[src/rtl/riscv_lsu_pkg.sv]
// Shared encodings for the load/store unit: access sizes and FSM states.
package riscv_lsu_pkg;

    localparam int LSU_SIZE_LEN  = 2;
    localparam int LSU_STATE_LEN = 2;

    typedef enum logic [LSU_SIZE_LEN-1:0] {
        LSU_SIZE_B = 2'd0,
        LSU_SIZE_H = 2'd1,
        LSU_SIZE_W = 2'd2,
        LSU_SIZE_D = 2'd3
    } lsu_size_e;

    typedef enum logic [LSU_STATE_LEN-1:0] {
        LSU_STATE_IDLE   = 2'd0,
        LSU_STATE_ACCESS = 2'd1,
        LSU_STATE_RESP   = 2'd2
    } lsu_state_e;

endpackage

[src/rtl/riscv_lsu_align.sv]
// Combinational lane logic: byte enables, store replication, load extraction
// and access legality for one request.
module riscv_lsu_align
    import riscv_lsu_pkg::*;
#(
    parameter int XLEN             = 32,
    parameter int ADDR_W           = 32,
    parameter int ALLOW_MISALIGNED = 0
) (
    input  logic [1:0]        size,
    input  logic              load_unsigned,
    input  logic [ADDR_W-1:0] addr,
    input  logic [XLEN-1:0]   wdata,
    input  logic [XLEN-1:0]   mem_rdata,
    output logic [ADDR_W-1:0] word_addr,
    output logic [XLEN/8-1:0] be,
    output logic [XLEN-1:0]   lane_wdata,
    output logic [XLEN-1:0]   load_data,
    output logic              access_err
);

    localparam int   NB     = XLEN / 8;
    localparam int   OFF_W  = $clog2(NB);
    localparam logic STRICT = (ALLOW_MISALIGNED == 0);

    logic [OFF_W-1:0] off_s;
    logic [OFF_W-1:0] align_mask_s;
    logic [OFF_W-1:0] eff_off_s;
    logic [NB-1:0]    size_mask_s;
    logic             illegal_size_s;
    logic             misaligned_s;
    logic [XLEN-1:0]  shifted_s;
    logic [XLEN-1:0]  keep_s;
    logic             sign_s;

    assign off_s        = addr[OFF_W-1:0];
    assign misaligned_s = |(off_s & align_mask_s);
    // Misaligned offsets are rounded down to natural alignment when tolerated
    assign eff_off_s    = off_s & ~align_mask_s;
    assign access_err   = illegal_size_s | (misaligned_s & STRICT);
    assign word_addr    = {addr[ADDR_W-1:OFF_W], {OFF_W{1'b0}}};
    assign be           = size_mask_s << eff_off_s;
    assign shifted_s    = mem_rdata >> {eff_off_s, 3'b000};

    // Decode size into lane mask, low-address alignment mask and legality
    always_comb begin
        size_mask_s    = {NB{1'b0}};
        align_mask_s   = {OFF_W{1'b0}};
        illegal_size_s = 1'b0;
        case (lsu_size_e'(size))
            LSU_SIZE_B: begin
                size_mask_s  = NB'(8'h01);
                align_mask_s = OFF_W'(3'b000);
            end
            LSU_SIZE_H: begin
                size_mask_s  = NB'(8'h03);
                align_mask_s = OFF_W'(3'b001);
            end
            LSU_SIZE_W: begin
                size_mask_s  = NB'(8'h0F);
                align_mask_s = OFF_W'(3'b011);
            end
            LSU_SIZE_D: begin
                if (XLEN == 64) begin
                    size_mask_s  = NB'(8'hFF);
                    align_mask_s = OFF_W'(3'b111);
                end else begin
                    illegal_size_s = 1'b1;
                end
            end
            default: illegal_size_s = 1'b1;
        endcase
    end

    // Replicate right-aligned store data across every lane of its size
    always_comb begin
        lane_wdata = {XLEN{1'b0}};
        case (lsu_size_e'(size))
            LSU_SIZE_B: lane_wdata = {NB{wdata[7:0]}};
            LSU_SIZE_H: lane_wdata = {(NB/2){wdata[15:0]}};
            LSU_SIZE_W: lane_wdata = {(NB/4){wdata[31:0]}};
            LSU_SIZE_D: lane_wdata = wdata;
            default:    lane_wdata = {XLEN{1'b0}};
        endcase
    end

    // Keep the addressed lanes and extend from the top bit of the access size
    always_comb begin
        keep_s = {XLEN{1'b0}};
        sign_s = 1'b0;
        case (lsu_size_e'(size))
            LSU_SIZE_B: begin
                keep_s = XLEN'(64'h0000_0000_0000_00FF);
                sign_s = shifted_s[7];
            end
            LSU_SIZE_H: begin
                keep_s = XLEN'(64'h0000_0000_0000_FFFF);
                sign_s = shifted_s[15];
            end
            LSU_SIZE_W: begin
                keep_s = XLEN'(64'h0000_0000_FFFF_FFFF);
                sign_s = shifted_s[31];
            end
            LSU_SIZE_D: begin
                keep_s = {XLEN{1'b1}};
                sign_s = shifted_s[XLEN-1];
            end
            default: begin
                keep_s = {XLEN{1'b0}};
                sign_s = 1'b0;
            end
        endcase
        if (sign_s && !load_unsigned) begin
            load_data = (shifted_s & keep_s) | ~keep_s;
        end else begin
            load_data = shifted_s & keep_s;
        end
    end

endmodule

[src/rtl/riscv_lsu.sv]
// Load/store unit: accepts one request, runs a req/ack memory access with
// any number of wait states and returns an extended result or an error.
module riscv_lsu
    import riscv_lsu_pkg::*;
#(
    parameter int XLEN             = 32,
    parameter int ADDR_W           = 32,
    parameter int ALLOW_MISALIGNED = 0
) (
    input  logic              clk,
    input  logic              rst,
    input  logic              req_valid,
    output logic              req_ready,
    input  logic              req_write,
    input  logic [1:0]        req_size,
    input  logic              req_unsigned,
    input  logic [ADDR_W-1:0] req_addr,
    input  logic [XLEN-1:0]   req_wdata,
    output logic              resp_valid,
    output logic [XLEN-1:0]   resp_rdata,
    output logic              resp_err,
    output logic              mem_req,
    output logic              mem_we,
    output logic [ADDR_W-1:0] mem_addr,
    output logic [XLEN/8-1:0] mem_be,
    output logic [XLEN-1:0]   mem_wdata,
    input  logic              mem_ack,
    input  logic [XLEN-1:0]   mem_rdata,
    input  logic              mem_err
);

    localparam int NB = XLEN / 8;

    lsu_state_e        state_r;
    logic              write_r;
    logic [1:0]        size_r;
    logic              unsigned_r;
    logic [ADDR_W-1:0] addr_r;
    logic [XLEN-1:0]   wdata_r;

    logic              req_ready_r;
    logic              resp_valid_r;
    logic [XLEN-1:0]   resp_rdata_r;
    logic              resp_err_r;
    logic              mem_req_r;
    logic              mem_we_r;
    logic [ADDR_W-1:0] mem_addr_r;
    logic [NB-1:0]     mem_be_r;
    logic [XLEN-1:0]   mem_wdata_r;

    logic [1:0]        a_size_s;
    logic              a_unsigned_s;
    logic [ADDR_W-1:0] a_addr_s;
    logic [XLEN-1:0]   a_wdata_s;
    logic [ADDR_W-1:0] word_addr_s;
    logic [NB-1:0]     be_s;
    logic [XLEN-1:0]   lane_wdata_s;
    logic [XLEN-1:0]   load_data_s;
    logic              access_err_s;

    // Feed the incoming request to the lane logic while idle, the latched one afterwards
    always_comb begin
        if (state_r == LSU_STATE_IDLE) begin
            a_size_s     = req_size;
            a_unsigned_s = req_unsigned;
            a_addr_s     = req_addr;
            a_wdata_s    = req_wdata;
        end else begin
            a_size_s     = size_r;
            a_unsigned_s = unsigned_r;
            a_addr_s     = addr_r;
            a_wdata_s    = wdata_r;
        end
    end

    riscv_lsu_align #(
        .XLEN             (XLEN),
        .ADDR_W           (ADDR_W),
        .ALLOW_MISALIGNED (ALLOW_MISALIGNED)
    ) u_align (
        .size          (a_size_s),
        .load_unsigned (a_unsigned_s),
        .addr          (a_addr_s),
        .wdata         (a_wdata_s),
        .mem_rdata     (mem_rdata),
        .word_addr     (word_addr_s),
        .be            (be_s),
        .lane_wdata    (lane_wdata_s),
        .load_data     (load_data_s),
        .access_err    (access_err_s)
    );

    // Request FSM with registered handshake and memory-port outputs
    always_ff @(posedge clk) begin
        if (rst) begin
            state_r      <= LSU_STATE_IDLE;
            write_r      <= 1'b0;
            size_r       <= 2'b00;
            unsigned_r   <= 1'b0;
            addr_r       <= {ADDR_W{1'b0}};
            wdata_r      <= {XLEN{1'b0}};
            req_ready_r  <= 1'b0;
            resp_valid_r <= 1'b0;
            resp_rdata_r <= {XLEN{1'b0}};
            resp_err_r   <= 1'b0;
            mem_req_r    <= 1'b0;
            mem_we_r     <= 1'b0;
            mem_addr_r   <= {ADDR_W{1'b0}};
            mem_be_r     <= {NB{1'b0}};
            mem_wdata_r  <= {XLEN{1'b0}};
        end else begin
            case (state_r)
                LSU_STATE_IDLE: begin
                    if (req_valid && req_ready_r) begin
                        write_r     <= req_write;
                        size_r      <= req_size;
                        unsigned_r  <= req_unsigned;
                        addr_r      <= req_addr;
                        wdata_r     <= req_wdata;
                        req_ready_r <= 1'b0;
                        if (access_err_s) begin
                            state_r      <= LSU_STATE_RESP;
                            resp_valid_r <= 1'b1;
                            resp_err_r   <= 1'b1;
                            resp_rdata_r <= {XLEN{1'b0}};
                        end else begin
                            state_r     <= LSU_STATE_ACCESS;
                            mem_req_r   <= 1'b1;
                            mem_we_r    <= req_write;
                            mem_addr_r  <= word_addr_s;
                            mem_be_r    <= be_s;
                            mem_wdata_r <= lane_wdata_s;
                        end
                    end else begin
                        req_ready_r <= 1'b1;
                    end
                end
                LSU_STATE_ACCESS: begin
                    if (mem_ack) begin
                        state_r      <= LSU_STATE_RESP;
                        mem_req_r    <= 1'b0;
                        mem_we_r     <= 1'b0;
                        mem_addr_r   <= {ADDR_W{1'b0}};
                        mem_be_r     <= {NB{1'b0}};
                        mem_wdata_r  <= {XLEN{1'b0}};
                        resp_valid_r <= 1'b1;
                        resp_err_r   <= mem_err;
                        // Stores and bus errors never return data
                        if (mem_err || write_r) begin
                            resp_rdata_r <= {XLEN{1'b0}};
                        end else begin
                            resp_rdata_r <= load_data_s;
                        end
                    end
                end
                LSU_STATE_RESP: begin
                    state_r      <= LSU_STATE_IDLE;
                    resp_valid_r <= 1'b0;
                    resp_err_r   <= 1'b0;
                    resp_rdata_r <= {XLEN{1'b0}};
                    req_ready_r  <= 1'b1;
                end
                default: begin
                    state_r      <= LSU_STATE_IDLE;
                    req_ready_r  <= 1'b0;
                    resp_valid_r <= 1'b0;
                    resp_err_r   <= 1'b0;
                    resp_rdata_r <= {XLEN{1'b0}};
                    mem_req_r    <= 1'b0;
                    mem_we_r     <= 1'b0;
                end
            endcase
        end
    end

    assign req_ready  = req_ready_r;
    assign resp_valid = resp_valid_r;
    assign resp_rdata = resp_rdata_r;
    assign resp_err   = resp_err_r;
    assign mem_req    = mem_req_r;
    assign mem_we     = mem_we_r;
    assign mem_addr   = mem_addr_r;
    assign mem_be     = mem_be_r;
    assign mem_wdata  = mem_wdata_r;

endmodule

[config.mk]
export PLATFORM = sky130hd
export DESIGN_NAME = riscv_lsu
export DESIGN_NICKNAME = d
export VERILOG_FILES = /design/src/rtl/riscv_lsu_pkg.sv /design/src/rtl/riscv_lsu_align.sv /design/src/rtl/riscv_lsu.sv
export SDC_FILE = /design/constraint.sdc
export NUM_CORES = 1
export LEC_CHECK = 0
export CAP_MARGIN = 20
export CORE_AREA = 2 2 104 181
export CTS_CLUSTER_SIZE = 30
export DETAILED_ROUTE_END_ITERATION = 6
export DIE_AREA = 0 0 106 183
export PLACE_DENSITY_LB_ADDON = 0.25
export RECOVER_POWER = 50
export SLEW_MARGIN = 20
export SYNTH_ARGS = -nofsm -noshare
export SYNTH_HDL_FRONTEND = slang
export SYNTH_SLANG_ARGS = --single-unit
export TNS_END_PERCENT = 1
[constraint.sdc]
create_clock -name clk -period 9 [get_ports clk]
set_input_delay 1.35 -clock clk [delete_from_list [all_inputs] [get_ports clk]]
set_output_delay 1.35 -clock clk [all_outputs]
set_load 0.02 [all_outputs]
==> results.toml <==
[floorplanning]
dieWidth_um = 106
initial_core_util_pct = 29.2
rows = 65
pin_count = 210
die_area_mm2 = 0.0194
design.core.area_mm2 = 0.0180
die_y_um = 183

[logic_synthesis]
synth_warnings = 0
syn_area_mm2 = 0.00525
synth_edf_count = 0
synth_xor_xnor_area_share_pct = 0
synth.top_cell.area_share_pct = 42.3
ys_top_cells_by_count = "111 x dfxtp_1, 43 x nand2_1, 40 x o21ai_0, 32 x a22o_1, 28 x clkbuf_1"
synth.area.mux_share_pct = 10.3
synth_cells = 535
synthTopCellsByArea = "dfxtp_1 42%, a22o_1 5.3%, mux2i_1 5.1%"
synth-seq-area-share_pct = 42.3
avgSynthCellArea_um2 = 9.81
yosysMostFrequentCell = "dfxtp_1"
synthDistinctLibCells = 59
synth_top_area_cell = "dfxtp_1"
synth_compound_area_share_pct = 28.5
synth_top_family_by_area = "compound AO/OA/AOI/OAI gates"
ys_ff_latch = 111
synth_adder_area_share_pct = 1.19
ys_async_sr_fraction_pct = 0
synth-simple-area-share_pct = 12.0
ys.flop_type = "dfxtp_1"

[placed_design]
dp_hpwl_mm = 13.6
port_buffers = 207
gp_congestion = 0.867
place_area_mm2 = 0.00738

[pwr]
p_clk_share_pct = 31.8
p_sw_uw = 423
swShare_pct = 32.1
p_leak_uw = 0.00305
internal_power_uw = 894
seq_power_share_pct = 40.9
p_comb_share_pct = 27.3
ir_drop_mv = 0.0833
power_density_mw_per_mm2 = 171

[clocking]
cts_resized = 0
clock-sinks = 111
clock_latency_ns = 0.36
cts_buffers = 9
path_clk_slew_ns = 0.07
h-tree-depth = 3
clockBufferDepth = 2
cts_root_buf = "clkbuf_16"
cts_tree = "yes"
post-cts-setup-buffer-count = 0
ctsHoldBuffers = 0

[status]
status = "finished clean"

[hold_path]
holdCritPathClass = "reg2reg"

[worst_setup_path]
arrival_ns = 4.48
cp_data_required_time_ns = 9.29
criticalPathCategory = "in2reg"
start_kind = "input port"
critical_path.max_fanout = 18
crit_path_end_kind = "flop"

[sta]
max_clock_freq_ghz = 0.239
rsz0062_at_grt = "false"
relSlewSlack_pct = 27.7
worst_slew_pin_slew_ns = 1.08
min_period_over_period_pct = 46.5
hold_viol = 0
fin_setup_tns_ns = 0
fin_skew_ns = 0.0109
slew_violations = 0
finalSetupViolCount = 0
layout_min_cycle_time_ns = 4.19

[drt]
drc_errors = 0
first_pass_iters = 4
routed_via_density = 5.22
wl_per_cell_um = 18.8
wl_mm = 17.7
drt_iter0_markers = 215
num_vias = 4914
drtAntennaViolNets = 0

[final_layout]
fin_nets = 812
final_core_util_pct = 42.8
stdcell_area_mm2 = 0.00770
fillerInstances = 1756
drive_gt1_share_pct = 10.3
area_growth_pct = 46.7
regArea_mm2 = 0.00222
insertedDiodeCount = 0
multi_input_area_mm2 = 0.00276

[grt]
use_met2_pct = 33.4
use_met1_pct = 19.3
grt_pass1_wl_mm = 27.2
grt.busiest_layer = "met2"
grt_max_degree = 51
antenna_found_initial = 0
grt_pass1_vias = 4948
use_met3_pct = 2.56
grt-ovfl-total = 0
track_usage_pct = 17.9

[run]
cap_violations = 0
==> metrics by stage <==
| step | setup WS [ns] | std cells | total power (uW) | hold slack (ns) |
|---|---|---|---|---|
| after floorplan | 5.38 | 536 | 772 | 0.436 |
| after detailed placement | 4.42 | 925 | 919 | 0.447 |
| final | 4.81 | 941 | 1320 | 0.459 |
| after CTS | 4.78 | 941 | 1340 | 0.458 |
| after global placement | 4.50 | 925 | 913 | 0.443 |
| after global routing | 4.57 | 941 | 1380 | 0.480 |
==> worst max-delay path: stages <==
cell and delay, ns:
clkdlybuf4s50_1 0.46, mux2_2 0.42, ha_1 0.29, a21boi_2 0.22, o41ai_4 0.86, and2_1 0.63, a22o_1 0.24
==> layer usage <==
metal | wire length (um) | share of wire, %
met5 | 0 | 0
met1 | 6600 | 37
met2 | 9610 | 54
met3 | 761 | 4.3
met4 | 733 | 4.1
==> sequential cells by signal, indices dropped and copies added, names as in the netlist, 2 cells and up <==
signal      count
mem_wdata      32
resp_rdata     32
mem_addr       30
mem_be          4
addr_r          2
size_r          2
state_r         2
==> area by class of cell <==
| class | count | share of cell area, % |
|---|---|---|
| inverter | 8 | 0.390 |
| multi-input combinational | 362 | 35.9 |
| clock inverter | 7 | 1.02 |
| timing repair buffer | 210 | 27.1 |
| tap | 234 | 3.80 |
| clock buffer | 9 | 2.92 |
| sequential | 111 | 28.9 |
==> cell usage in the layout, fill, tap and decap left out, types with 3 or more instances in the layout <==
| cell type | instances |
|---|---|
| nand2_1 | 43 |
| o21ai_2 | 11 |
| a31oi_1 | 8 |
| a32oi_1 | 16 |
| clkbuf_16 | 9 |
| nor2_1 | 9 |
| nand2b_1 | 19 |
| o21ai_0 | 41 |
| dlygate4sd3_1 | 101 |
| nand4_1 | 19 |
| inv_1 | 7 |
| dfxtp_1 | 111 |
| a22oi_1 | 16 |
| o2bb2ai_1 | 9 |
| buf_4 | 3 |
| mux2i_1 | 27 |
| a21boi_0 | 8 |
| nor3_4 | 3 |
| nand3_1 | 3 |
| a22o_1 | 32 |
| clkdlybuf4s50_1 | 105 |
| ha_1 | 5 |
| a21oi_1 | 24 |
| o2bb2ai_2 | 10 |
| mux4_2 | 7 |
| nor3_1 | 5 |
| mux2_2 | 10 |
==> power by group through the flow <==
stage / sequential, uW / combinational, uW / clock, uW
final: 539 / 359 / 419
after global routing: 543 / 388 / 447
after CTS: 540 / 370 / 428
after detailed placement: 551 / 368 / 0
after global placement: 551 / 362 / 0
after floorplan: 578 / 194 / 0
==> cell families (layout without fill, tap and decap cells) <==
logic type	count (synthesis)	count (layout)
buf+inv	63	234
simple gates	118	118
mux	44	44
flops	111	111
other cells	1	2
compound gates	193	193
fa+ha+maj	5	5
==> final timing paths <==
path,startpoint,to,slack (ns),cells after the start
hold / removal,size_r[0],size_r[0],0.46,2
setup / recovery,req_size[1],resp_rdata[9],4.81,7
hold reg to reg,size_r[0],size_r[0],0.46,2
setup reg to reg,state_r[0],resp_rdata[9],5.31,7
Power figures use the tool's default switching activity.
==> RTL change 1, RTL diff (same flow settings) <==
`ALLOW_MISALIGNED` is set to 0 in 2 places; all go to 1.
--- a/src/rtl/riscv_lsu_align.sv
+++ b/src/rtl/riscv_lsu_align.sv
@@ -5,7 +5,7 @@
 #(
     parameter int XLEN             = 32,
     parameter int ADDR_W           = 32,
-    parameter int ALLOW_MISALIGNED = 0
+    parameter int ALLOW_MISALIGNED = 1
 ) (
     input  logic [1:0]        size,
     input  logic              load_unsigned,
--- a/src/rtl/riscv_lsu.sv
+++ b/src/rtl/riscv_lsu.sv
@@ -5,7 +5,7 @@
 #(
     parameter int XLEN             = 32,
     parameter int ADDR_W           = 32,
-    parameter int ALLOW_MISALIGNED = 0
+    parameter int ALLOW_MISALIGNED = 1
 ) (
     input  logic              clk,
     input  logic              rst,
Function: changed (Yosys sat finds a counterexample within 4 cycles, from zero or initial values and one cycle with rst high).
==> RTL change 1 against the unedited design <==
- first-iteration DRC count shrank 8.8%
- area after synthesis is 7.0% lower
- final cell count up 4.9%
- total power shrank 12%
- worst setup slack got worse by 0.28 ns
- via count grew 0.33%
- routed wire length decreased by 3.8%
- critical path depth is 2 higher
- sequential cell count did not move
- combinational power down 30%
- maximum frequency is 6.3% lower
- utilization is 2.0 points lower
- design area decreased by 4.7%
- critical path type unchanged
- largest cell class unchanged
==> RTL change 1: results (changes against the unedited design) <==
| Metric | Value |
|---|---|
| Worst flop-to-flop path endpoint | resp_rdata[27] |
| Status | finished, final reports clean |
| Share of layout cells above drive strength 1 | 5.05% (-5.3 points) |
| Htree depth | 3 (unchanged) |
| Internal | 0.813 mW (-9.0%) |
| R2r setup slk | 4.84 ns (-0.47 ns) |
| Hold WC Path Type | reg -> reg |
| Worst Hold End | mem_addr[12] |
| Hold path start | mem_addr[12] |
| First-pass GRT wire length | 26,600 um (-2.2%) |
| Vias in the first global route | 5,083 (+2.7%) |
| I/O Buffers | 207 (unchanged) |
| Worst-Skew Late Latency | about 0.35 ns |
| Placed wire-length estimate | 13,200 um (-2.3%) |
| Pre-CTS setup slack | 4.19 ns (-0.231 ns) |
| Worst hold stages | 2 (unchanged) |
| Largest fanout on the critical path | 33 (+15) |
| Final GP Congestion | 0.894 (+3.2%) |
| CTS buffer count | 9 (unchanged) |
| Top cells by area, synth | dfxtp_1, nand2_1, a21oi_1 |
| Nets | 857 (+5.5%) |
| Worst R2R Start | state_r[1] |
| Reg clk slew, reported paths | 0.07 ns (about the same) |
| Total number of vias | 4,930 (+0.33%) |
| Largest net degree at the start of global routing | 59 (+16%) |
| Initial DRC count | 196 (-8.8%) |
| Initial DRT Pass Iterations | 4 (unchanged) |
| GR Util All Layers | 17.3% (-0.52 points) |
| Max_slew headroom | 31.9% (+4.3 points) |
| Post-cts sizing count | 0 (unchanged) |
| Post-CTS setup buffers | 0 (unchanged) |
| Initial antenna violation count | 0 (unchanged) |
| Post-synth top cells | dfxtp_1, nand2_1, a21oi_1, nand3_1, o21ai_0 |
| Setup Skew | 0.0135 ns (+0.00257 ns) |
| Clock Path Buffers | 2 (unchanged) |
| VDD IR-drop max | 78.3 uV (-6.0%) |
| YS warnings | 0 (unchanged) |
| CTS root buf | clkbuf_16 |
| Ant diodes | 0 (unchanged) |
| Final wirelength | 17,000 um (-3.8%) |
| Sequential-to-total area share from yosys stat | 45.5% (+3.2 points) |
| Post-route ant nets | 0 (unchanged) |
| Ys async rst share | 0% (unchanged) |
| Netlist cell types | 51 (-14%) |
| R2R depth | 9 (+2) |
| Core box area | 18,000 um^2 (unchanged) |
| Leakage | 2.98 nW (-2.5%) |
[RTL change 1: changes by cell type in the layout (fill, tap and decap cells not counted), sizes merged, moves of 14 or more]
cell / before / now
a22o: 32 / 18
o2bb2ai: 19 / 0
nand2: 43 / 109
nand3: 3 / 49
nand2b: 19 / 3
nand4: 19 / 2
a21oi: 25 / 50
[RTL change 1: through the flow]
| step | utilization [%] | instance area (um^2) | cells | hold slack [ns] |
|---|---|---|---|---|
| after CTS | 40.8 | 7330 | 987 | 0.456 |
| after detailed placement | 39.3 | 7060 | 971 | 0.445 |
| final | 40.8 | 7340 | 987 | 0.449 |
| after global placement | 39.3 | 7060 | 971 | 0.438 |
| after global routing | 40.8 | 7340 | 987 | 0.472 |
| after floorplan | - | 4880 | 577 | 0.431 |
[RTL change 1: critical path, cell delays in order]
cell	delay (ns)
clkdlybuf4s50_1	0.46
mux2_4	0.39
ha_1	0.41
o211ai_1	0.20
nand2_2	0.59
mux2i_1	0.23
a22o_1	0.32
a2111oi_4	0.60
a221o_1	0.20
[RTL change 1: worst max-delay path by stage]
stage / slack [ns] / cells past startpoint / start / endpoint
6_report: 4.53 / 9 / req_size[1] / resp_rdata[27]
5_1_grt: 4.36 / 9 / req_size[1] / resp_rdata[27]
4_1_cts: 4.53 / 9 / req_size[1] / resp_rdata[27]
3_5_place_dp: 4.19 / 9 / req_size[1] / resp_rdata[27]
3_3_place_gp: 4.33 / 9 / req_size[1] / resp_rdata[26]
2_1_floorplan: 5.29 / 10 / req_size[1] / resp_rdata[23]
[RTL change 1: cell type report]
class                           count  area [um^2]
Fill cell                        1782        10600
Clock inverter                      5         40.0
Clock buffer                       11          233
Timing Repair Buffer              212         2100
Inverter                            4         15.0
Sequential cell                   111         2220
Multi-Input combinational cell    410         2430
Tap cell                          234          293
[RTL change 1: cells by family (layout without fill, tap and decap cells)]
group | count (synthesis) | count (layout) | share of synthesized area [%]
adders and majority gates | 4 | 4 | 1.03
DFF | 111 | 111 | 45.5
buffers and inverters | 56 | 232 | 5.13
muxes | 18 | 18 | 3.79
AOI/OAI and AO/OA | 177 | 177 | 24.5
and+or+nand+nor | 209 | 209 | 19.9
other | 1 | 2 | 0.0768
[RTL change 1: power groups by stage]
stage	Sequential, mW	Clock, mW	Combinational, mW
floorplan	0.556	0	0.120
global placement	0.536	0	0.256
detailed placement	0.537	0	0.258
CTS	0.525	0.390	0.259
global route	0.527	0.408	0.272
finish	0.524	0.380	0.252
[RTL change 1: per-layer routing]
layer  vias up  share of wire (%)  track usage (%)  wire, um
li1       2405                  -                -         -
met1      2314                 38             18.1      6490
met2       170                 52             31.3      8850
met3        41                5.7             4.73       968
met4         0                4.2             9.16       714
met5         -                  0                0         0
==> RTL change 2, RTL diff (same settings) <==
Made on the original files. Re-encode `lsu_state_e` (3 states) as one-hot, 3 bits wide.
--- a/src/rtl/riscv_lsu_pkg.sv
+++ b/src/rtl/riscv_lsu_pkg.sv
@@ -11,10 +11,10 @@
         LSU_SIZE_D = 2'd3
     } lsu_size_e;
 
-    typedef enum logic [LSU_STATE_LEN-1:0] {
-        LSU_STATE_IDLE   = 2'd0,
-        LSU_STATE_ACCESS = 2'd1,
-        LSU_STATE_RESP   = 2'd2
+    typedef enum logic [2:0] {
+        LSU_STATE_IDLE   = 3'b001,
+        LSU_STATE_ACCESS = 3'b010,
+        LSU_STATE_RESP   = 3'b100
     } lsu_state_e;
 
 endpackage
Check against the original RTL: no difference found for any inputs over 4 cycles, from zero or initial values and one cycle with rst high; so few cycles prove little.
==> RTL change 2 against the unedited design <==
- sequential cell count increased by 1
- non-clock buffer count unchanged
- area after synthesis decreased by 8.1%
- via count decreased by 7.4%
- worst setup slack got worse by 0.44 ns
- design area decreased by 4.9%
- routed wire length decreased by 4.0%
- die area unchanged
Power is not compared: it rests on default switching activity, and its combinational part moved more than twofold at a synthesized area within 25%.
==> RTL change 2: results (changes against the unedited design) <==
| Metric | Value |
|---|---|
| Routed vias/inst | 5.06 (-3.0%) |
| Share of layout cells above drive strength 1 | 7.67% (-2.7 points) |
| Worst-Skew Late Latency | roughly 0.35 ns |
| Nets | 770 (-5.2%) |
| Final GP Congestion | 0.874 (+0.89%) |
| Max_slew headroom | 31.6% (+4.0 points) |
| Placed wire-length estimate | 12,700 um (-6.5%) |
| CTS tree | built |
| Worst flop-to-flop path endpoint | mem_wdata[11] |
| Worst Hold End | mem_be[2] |
| Hold path start | mem_be[2] |
| Post-synth top cells | dfxtp_1, a22oi_1, nor2_1, o2bb2ai_1, clkbuf_1 |
| Met2 Routed Length | 9080 um (-5.5%) |
| Met1 WL | 6440 um (-2.4%) |
| Vias in the first global route | 4,668 (-5.7%) |
| Setup Skew | 0.0142 ns (+0.00324 ns) |
| VDD IR-drop max | around 220 uV |
| Final Hold Slack | 0.454 ns (-0.00501 ns) |
| Crit path DAT | 4.90 ns (+0.42 ns) |
| GR Util All Layers | 17.6% (-0.30 points) |
| Final Non-Filler Cells | 899 (-4.5%) |
| WL per Instance | 18.9 um (+0.51%) |
| Largest net degree at the start of global routing | 59 (+16%) |
| Worst R2R Start | state_r[2] |
| WL met3 | 853 um (+12%) |
| Gate Count Post-Synth | 487 (-9.0%) |
| R2r setup slk | 4.41 ns (-0.90 ns) |
| Netlist cell types | 43 (-27%) |
| R2R depth | 7 (unchanged) |
| Sequential-to-total area share from yosys stat | 46.5% (+4.1 points) |
| Status | finished, final reports clean |
| Dpl cells | 883 (-4.5%) |
| Largest fanout on the critical path | 45 (+27) |
| Reg clk slew, reported paths | 0.09 ns (+0.02 ns) |
| Initial DRC count | 245 (+14%) |
| First-pass GRT wire length | 26,600 um (-2.4%) |
| Top cells by area, synth | dfxtp_1, a22oi_1, o2bb2ai_1 |
| Number of fill cells | 1,789 (+1.9%) |
## RTL change 2: cell count changes after synthesis, sizes merged, moves of 10 or more
cell / delta
a221o: +15
a22o: -24
a22oi: +46
a32oi: -16
mux2i: -10
nand2: -19
nand2b: -16
nand4: -19
nor2: +47
o21ai: -50
o2bb2ai: +14
## RTL change 2: power by group
part / switching (mW) / internal [mW] / total (mW) / leakage, nW
registers: 0.0747 / 0.625 / 0.699 / 0.910
logic: 0.731 / 0.491 / 1.22 / 1.90
clock network: 0.202 / 0.205 / 0.407 / 0.151
total: 1.01 / 1.32 / 2.33 / 2.96
## RTL change 2: logic make-up (layout without fill, tap and decap cells)
| logic type | count (synthesis) | count (layout) | share of synthesized area (%) |
|---|---|---|---|
| buffers and inverters | 54 | 231 | 4.98 |
| DFF | 112 | 112 | 46.5 |
| AOI/OAI and AO/OA | 167 | 167 | 26.7 |
| adders and majority gates | 5 | 5 | 1.30 |
| other | 1 | 2 | 0.0777 |
| muxes | 34 | 34 | 9.28 |
| and+or+nand+nor | 114 | 114 | 11.2 |
## RTL change 2: through the flow
stage / total power [mW] / area, um^2 / setup WS [ns]
floorplan: 1.53 / 4830 / 5.17
global placement: 1.97 / 7020 / 4.03
detailed placement: 1.99 / 7020 / 3.94
CTS: 2.41 / 7320 / 4.31
global route: 2.49 / 7320 / 4.03
finish: 2.33 / 7320 / 4.37
## RTL change 2: cell type report
cell class	instances	area, um^2	share of cell area [%]
Sequential cell	112	2240	30.6
Clock buffer	10	239	3.26
Clock inverter	6	70.1	0.957
Tap cell	234	293	4.00
Timing Repair Buffer	210	2090	28.5
Inverter	5	18.8	0.256
Multi-Input combinational cell	322	2370	32.4
## RTL change 2: worst max-delay path, cell delays in order
cell and delay, ns:
clkdlybuf4s50_1 0.44, mux2_2 0.43, ha_1 0.39, o22ai_1 0.32, o41a_2 0.79, nor2b_2 0.96, o2bb2ai_1 0.19
## RTL change 2: how the worst max path moves through the flow
stage               cells past startpoint              to  slack, ns
floorplan                               9  resp_rdata[16]       5.17
detailed placement                      7   mem_wdata[18]       3.94
global route                            7   mem_wdata[15]       4.03
finish                                  7   mem_wdata[11]       4.37
CTS                                     7   mem_wdata[11]       4.31
global placement                        7   mem_wdata[15]       4.03
## RTL change 2: metal layers
metal / global-route usage (%) / vias to the layer above
met3: 3.77 / 31
met2: 32.4 / 162
met4: 7.68 / 0
met5: 0 / -
li1: - / 2173
met1: 19.1 / 2186
